<file path="src/rtl/match_decoder.sv">
// ---------------------------------------------------------------------------
// match_decoder
//
// Sequential inverse of the quadrant matching stage. Given a reference
// quadrant set B0..B3 and the per-quadrant match indices, it rebuilds the
// original set A0..A3 by gathering a_k = B[idx_k], one quadrant per clock.
// Transactions enter and leave through valid/ready handshakes.
//
// Optional feature macro: MATCH_DECODE_PERM_CHECK_EN
//   defined   -> a used-index mask and a sticky error flag are built, and
//                perm_err reports a repeated index in idx0..idx3
//   undefined -> no mask or flag is built, and perm_err is tied to 0
//
// Ports:
//   clk, rst           clock, asynchronous active-high reset
//   in_valid/in_ready  input handshake (in_ready only while IDLE)
//   b0..b3             reference quadrant codes (W bits each)
//   idx0..idx3         match index for each output quadrant (2 bits each)
//   out_valid/out_ready output handshake (out_valid only while DONE)
//   a0..a3             reconstructed quadrant codes
//   perm_err           idx vector was not a permutation (valid with out_valid)
//   busy               block is not IDLE
// ---------------------------------------------------------------------------
module match_decoder #(
    parameter int W = 2
) (
    input  logic         clk,
    input  logic         rst,
    input  logic         in_valid,
    output logic         in_ready,
    input  logic [W-1:0] b0,
    input  logic [W-1:0] b1,
    input  logic [W-1:0] b2,
    input  logic [W-1:0] b3,
    input  logic [1:0]   idx0,
    input  logic [1:0]   idx1,
    input  logic [1:0]   idx2,
    input  logic [1:0]   idx3,
    output logic         out_valid,
    input  logic         out_ready,
    output logic [W-1:0] a0,
    output logic [W-1:0] a1,
    output logic [W-1:0] a2,
    output logic [W-1:0] a3,
    output logic         perm_err,
    output logic         busy
);

    typedef enum logic [1:0] {
        IDLE   = 2'd0,
        GATHER = 2'd1,
        DONE   = 2'd2
    } state_t;

    state_t       r_state;
    state_t       w_next;

    logic [W-1:0] r_b   [4];
    logic [1:0]   r_idx [4];
    logic [W-1:0] r_a   [4];
    logic [1:0]   r_cnt;

    logic         w_accept;
    logic [1:0]   w_sel;
    logic [W-1:0] w_val;

    // A new transaction is taken only while IDLE; in_valid elsewhere is
    // ignored so the latched B/idx stay untouched for the whole gather.
    assign w_accept = (r_state == IDLE) && in_valid;

    // The step counter names the output quadrant being rebuilt this cycle;
    // its index selects which latched reference code lands there.
    assign w_sel = r_idx[r_cnt];
    assign w_val = r_b[w_sel];

    // State register.
    always_ff @(posedge clk or posedge rst) begin
        if (rst) begin
            r_state <= IDLE;
        end else begin
            r_state <= w_next;
        end
    end

    // Next-state logic: four gather steps after accept, then hold in DONE
    // until downstream takes the result.
    always_comb begin
        w_next = r_state;
        case (r_state)
            IDLE:    if (in_valid)      w_next = GATHER;
            GATHER:  if (r_cnt == 2'd3) w_next = DONE;
            DONE:    if (out_ready)     w_next = IDLE;
            default: w_next = IDLE;
        endcase
    end

    // Datapath: latch inputs on accept, then write one reconstructed
    // quadrant per GATHER cycle. The a registers are not cleared between
    // transactions, so they keep the last result until overwritten.
    always_ff @(posedge clk or posedge rst) begin
        if (rst) begin
            for (int i = 0; i < 4; i++) begin
                r_b[i]   <= '0;
                r_idx[i] <= '0;
                r_a[i]   <= '0;
            end
            r_cnt <= '0;
        end else begin
            if (w_accept) begin
                r_b[0]   <= b0;
                r_b[1]   <= b1;
                r_b[2]   <= b2;
                r_b[3]   <= b3;
                r_idx[0] <= idx0;
                r_idx[1] <= idx1;
                r_idx[2] <= idx2;
                r_idx[3] <= idx3;
                r_cnt    <= '0;
            end else if (r_state == GATHER) begin
                r_a[r_cnt] <= w_val;
                r_cnt      <= r_cnt + 2'd1;
            end
        end
    end

`ifdef MATCH_DECODE_PERM_CHECK_EN
    logic [3:0] r_used;
    logic       r_errSticky;

    // Permutation check: every index must be used exactly once. Hitting an
    // index that is already marked sets the sticky flag, which is held
    // through DONE and cleared when the result is taken or a new
    // transaction starts.
    always_ff @(posedge clk or posedge rst) begin
        if (rst) begin
            r_used      <= '0;
            r_errSticky <= 1'b0;
        end else if (w_accept) begin
            r_used      <= '0;
            r_errSticky <= 1'b0;
        end else if (r_state == GATHER) begin
            r_used[w_sel] <= 1'b1;
            if (r_used[w_sel]) begin
                r_errSticky <= 1'b1;
            end
        end else if ((r_state == DONE) && out_ready) begin
            r_errSticky <= 1'b0;
        end
    end

    assign perm_err = r_errSticky;
`else
    assign perm_err = 1'b0;
`endif

    assign a0 = r_a[0];
    assign a1 = r_a[1];
    assign a2 = r_a[2];
    assign a3 = r_a[3];

    assign in_ready  = (r_state == IDLE);
    assign out_valid = (r_state == DONE);
    assign busy      = (r_state != IDLE);

endmodule

</file>
<file path="config.mk">
export PLATFORM = sky130hd
export DESIGN_NAME = match_decoder
export DESIGN_NICKNAME = d
export VERILOG_FILES = /design/src/rtl/match_decoder.sv
export SDC_FILE = /design/constraint.sdc
export NUM_CORES = 1
export LEC_CHECK = 0
export ABC_AREA = 1
export CAP_MARGIN = 20
export CORE_MARGIN = 2
export CORE_UTILIZATION = 49
export CTS_BUF_LIST = sky130_fd_sc_hd__clkbuf_8 sky130_fd_sc_hd__clkbuf_16
export DETAILED_ROUTE_END_ITERATION = 10
export PLACE_DENSITY = 0.8
export SYNTH_ARGS = -nofsm -noshare
export SYNTH_HDL_FRONTEND = slang
export SYNTH_SLANG_ARGS = --single-unit
</file>
<file path="constraint.sdc">
create_clock -name clk -period 1.6 [get_ports clk]
set_input_delay 0.48 -clock clk [delete_from_list [all_inputs] [get_ports clk]]
set_output_delay 0.48 -clock clk [all_outputs]
set_load 0.01 [all_outputs]
</file>
==> After elaboration in Yosys (flattened, before gate mapping) <==
Index checks and enable logic that the tools add are counted.
{ "word_totals": {"elab_cells": 49, "inputBits": 20, "out_inout_bits": 12, "ff_bits": 28} }
{ "op_classes": {"magnitude_cmp": 3, "reduce_logical": 7, "mux": 15, "eq_ne": 6, "add_sub_neg": 1, "n_bitwise": 3} }
{ "ops": {"columns": ["op", "n"], "rows": [
  ["2-bit two-way mux", 10],
  ["2-bit binary-select mux with 2-bit select", 2],
  ["8-bit bitwise mux", 1],
  ["3-bit >= comparator, second input constant", 2],
  ["2-bit inverter with 3-bit output", 2],
  ["2-bit case mux with 3 select lines", 1],
  ["2-bit demux with 2-bit select", 1],
  ["2-bit equality test, second input constant", 2],
  ["2-bit inequality test, second input constant", 2],
  ["2-bit nonzero test", 2],
  ["3-bit by 1-bit < comparator with 1-bit output, second input constant", 1],
  ["3-bit AND reduction", 1],
  ["2-bit by 1-bit adder with 2-bit output, second input constant", 1],
  ["2-bit by 1-bit equality test with 1-bit output, second input constant", 1],
  ["1-bit logical AND", 2],
  ["2-bit zero test", 1],
  ["2-bit by 1-bit inequality test with 1-bit output, second input constant", 1],
  ["2-bit AND reduction", 1],
  ["1-bit inverter", 1]
]} }

==> Longest topological paths before layout <==
{ "logic_depth": {"depth_word": 9, "ltp_mapped": 8, "depth_no_buf": 8} }

==> Least setup slack after synthesis <==
Ideal clock, no wire load.
{ "synth_path": {"kind": "register to register", "start": "reg r_state[0]", "end": "reg r_cnt[1]", "required_ns": 1.479, "setup_time_ns": 0.121, "period_less_slack_ns": 1.182, "t_arrival_ns": 1.061, "n_path_buf": 0, "slack_ns": 0.418, "stages_incl_launch_ff": 6, "cell_sequence": "dfrtp_1 nor2_2 nand2_2 inv_4 nor2_1 a22o_1"} }
{ "synth_between": {"elab_chain_cells": 3, "word_cells_on_any_way": 5, "cone_classes": "eq/ne (1); mux (1); reduce/logical (3)"} }
{ "synth_lines": {"columns": ["item", "line_no", "source"], "rows": [
  ["start, declared", "55", "state_t r_state;"],
  ["start signal, assigned", "81", "r_state <= w_next;"],
  ["2-bit zero test *", null, null],
  ["via in_ready", "30", "output logic in_ready,"],
  ["1-bit logical AND *", "69", "assign w_accept = (r_state == IDLE) && in_valid;"],
  ["2-bit two-way mux / 2-bit nonzero test (equally long branches)", null, null],
  ["end signal, assigned", "121", "r_cnt <= r_cnt + 2'd1;"],
  ["end, declared", "61", "logic [1:0] r_cnt;"]
]} }
Mark *: on every way through the listed nets, which the timed path passes. The rest lies on a longest branch.
A chain may end at the register's enable or synchronous reset.

==> Worst setup path in the final report <==
{ "layout_path": {"start": "reg r_state[0]", "end": "out in_ready"} }
{ "layout_between": {"elab_chain_cells": 1} }
{ "layout_lines": {"columns": ["item", "line_no", "source"], "rows": [
  ["2-bit zero test", "161", "assign in_ready = (r_state == IDLE);"],
  ["end, declared", "30", null]
]} }
Every way passes these cells.

==> impl_metrics.tcl <==
set metrics [dict create \
    status "finished clean" \
    synth_common_cells "nand2_1 (81), dfrtp_1 (28), nand3_1 (12)" \
    worstSkewPairLatency_ps 280 \
    syn_area_um2 1359 \
    grt_max_degree 29 \
    port-buffer-count 30 \
    gp_congestion 0.7819 \
    p_per_area_nw_per_um2 2018 \
    cp_slowest_stage_delay_ps 420 \
    worstPathArrival_ps 1060 \
    crit_type "flip-flop to primary output" \
    holdCritPathClass "flip-flop to flip-flop" \
    synth_edf_count 0 \
    overflow 0 \
    die_area_um2 3210 \
    rsz0062_at_grt "yes" \
    cp.required_ps 1120 \
    crit_family "flip-flops" \
    async_reset_ff_frac 1.000 \
    clock_sinks 28 \
    synth_most_common_cell "nand2_1" \
    max_freq_mhz 650.9 \
    ys_seq_area_frac 0.5157 \
    syn_inst 167 \
    synthFlopType "dfrtp_1" \
    core_area_um2 2686 \
    die_h_um 56.66 \
    finalMaxSlewViolations 0 \
    fin_util 0.6549 \
    cp_cell_sequence "nor2_2 -> buf_4 -> buf_6" \
    drt_iter0_drc 31 \
    antenna_found_initial 0 \
    clockRootBuffer "clkbuf_8" \
    drc 0 \
    grt_pass1_wl_um 5009 \
    htree_levels 1 \
    finClkSkew_ps 5.051 \
    viasPerCell 5.121 \
    wirelength_um 2836 \
    cts_made_buffers 3 \
    layout-drive-gt1-share 0.1194 \
    final_nets 226 \
    yosys.area.top_type_share 0.5157 \
    start_util 0.5058 \
    dr.pass1.iters 4 \
    clk_pin_slew_ps 100 \
    cts_tree "yes" \
    yosysUniqueCellTypes 18 \
    yosysWarnings 0 \
    io_pins 32 \
    vdd_drop_max_mv 1.258 \
    wl_per_cell_um 12.22 \
    worst-path-buf-inv 2 \
    syn_area_per_cell_um2 8.137 \
    hpwl_um 2176 \
    synth_largest_area_cell "dfrtp_1" \
    critPathLaunchType "flip-flop" \
    finalCritPeriodShare 0.9602 \
    critPathMaxFanout 4 \
    routed-via-count 1188 \
    leakage_nw 0.9555 \
    antenna_cells 0 \
    clk_path_buf_depth 2 \
    synth_area_leaders "dfrtp_1 (52%), nand2_1 (22%), nand3_1 (4.4%)" \
    ant_nets 0 \
    row_count 19 \
    setup_violations 0 \
    synth_nets 191 \
    grt_use_total 0.2014 \
    cap_violations 0 \
    first_global_vias 1241 \
    crit_slowest_cell "dfrtp_1" \
    final_hold_viol_count 0 \
    synth-seq-cells 28 \
    fp.dieW_um 56.66 \
    power.total_mw 3.550 \
    fin_crit_ps 1536 \
    area_growth_pct 29.47 \
    cts.hold.buffers_added 0 \
    critPathCaptureType "primary output" \
]
-- per-stage QoR --
stage | area, um^2 | instances | hold slack [ps] | setup TNS (ps) | setup WS [ps]
global route | 1759 | 232 | 507.0 | -2.909 | -2.909
global placement | 1698 | 227 | 462.8 | 0 | 31.21
finish | 1759 | 232 | 485.6 | 0 | 63.61
detailed placement | 1698 | 227 | 469.8 | 0 | 3.848
CTS | 1760 | 232 | 488.7 | 0 | 17.50
floorplan | 1359 | 167 | 448.7 | 0 | 417.7
-- cells by family (layout without fill, tap and decap cells) --
family	Yosys count	in the layout	synth area share
compound gates	8	8	0.03407
fa+ha+maj	4	4	0.03683
buf+inv	17	51	0.06353
flops	28	28	0.5157
other cells	1	1	0.002760
simple gates	109	109	0.3472
-- power by group --
| part | switching (mW) | total [mW] | internal [mW] |
|---|---|---|---|
| Sequential | 0.250 | 1.30 | 1.05 |
| Combinational | 1.01 | 1.69 | 0.682 |
| Clock | 0.229 | 0.564 | 0.336 |
| Total | 1.48 | 3.55 | 2.07 |
-- state kept, by name, indices dropped and copies added, names as in the netlist --
signal   count
a0           2
a1           2
a2           2
a3           2
r_b          8
r_cnt        2
r_idx        8
r_state      2
-- cells in the final DEF (no fill, tap or decap), types with 2 or more instances in the layout --
cell / Yosys / routed
nand3_2: 6 / 6
nand3_1: 12 / 12
clkdlybuf4s50_1: 0 / 19
clkbuf_2: 0 / 2
nor2_1: 6 / 6
nand2_1: 81 / 81
o21ai_0: 6 / 6
clkbuf_8: 0 / 3
dlygate4sd2_1: 0 / 8
ha_1: 4 / 4
nand2_2: 3 / 3
dfrtp_1: 28 / 27
inv_1: 11 / 11
buf_4: 1 / 3
-- repair_timing --
item | 4_1_cts | 5_1_grt
pin swaps | 1 | 1
resized for setup | 15 | 5
gates cloned | 0 | 0
hold endpoints to repair | 0 | 0
endpoints found under the setup margin | 11 | 10
buffers inserted | 1 | 0
-- worst reg2reg max path, cell delays in order, from the launching register on --
cell and delay [ps]:
dfrtp_2 500, inv_1 160, nand2_1 80, nand3_2 110
nand2_2 90, nand2_1 100, nand3_2 120, nand3_1 120
nand2_1 50
-- final timing paths --
path | to | slack [ps] | cells after the start | startpoint
worst min register to register | a2[1]$_DFFE_PP0P_ | 490 | 2 | a2[1]$_DFFE_PP0P_
worst max-delay path | in_ready | 60 | 3 | r_state[0]$_DFFE_PP0P_
min in group asynchronous | r_b[4]$_DFFE_PP0P_ | 610 | 3 | rst
worst max register to register | a2[1]$_DFFE_PP0P_ | 180 | 8 | r_cnt[0]$_DFFE_PP0P_
worst min-delay path | a2[1]$_DFFE_PP0P_ | 490 | 2 | a2[1]$_DFFE_PP0P_
max in group asynchronous | r_cnt[0]$_DFFE_PP0P_ | 710 | 3 | rst
-- per-layer routing --
| metal | GRT usage | wire length [um] | up-vias |
|---|---|---|---|
| met3 | 0.03456 | 145 | 11 |
| met2 | 0.3738 | 1491 | 38 |
| met4 | 0.1020 | 86 | 0 |
| li1 | - | - | 581 |
| met1 | 0.2152 | 1113 | 558 |
| met5 | 0 | 0 | - |
-- layout make-up --
class / instances / area [um^2]
fill: 236 / 927.1
sequential: 28 / 701.9
tap: 31 / 38.79
timing repair buffer: 34 / 324.1
clock inverter: 1 / 30.03
inverter: 13 / 51.30
multi-input combinational: 122 / 571.8
clock buffer: 3 / 41.29
(Power assumes the default switching activity.)
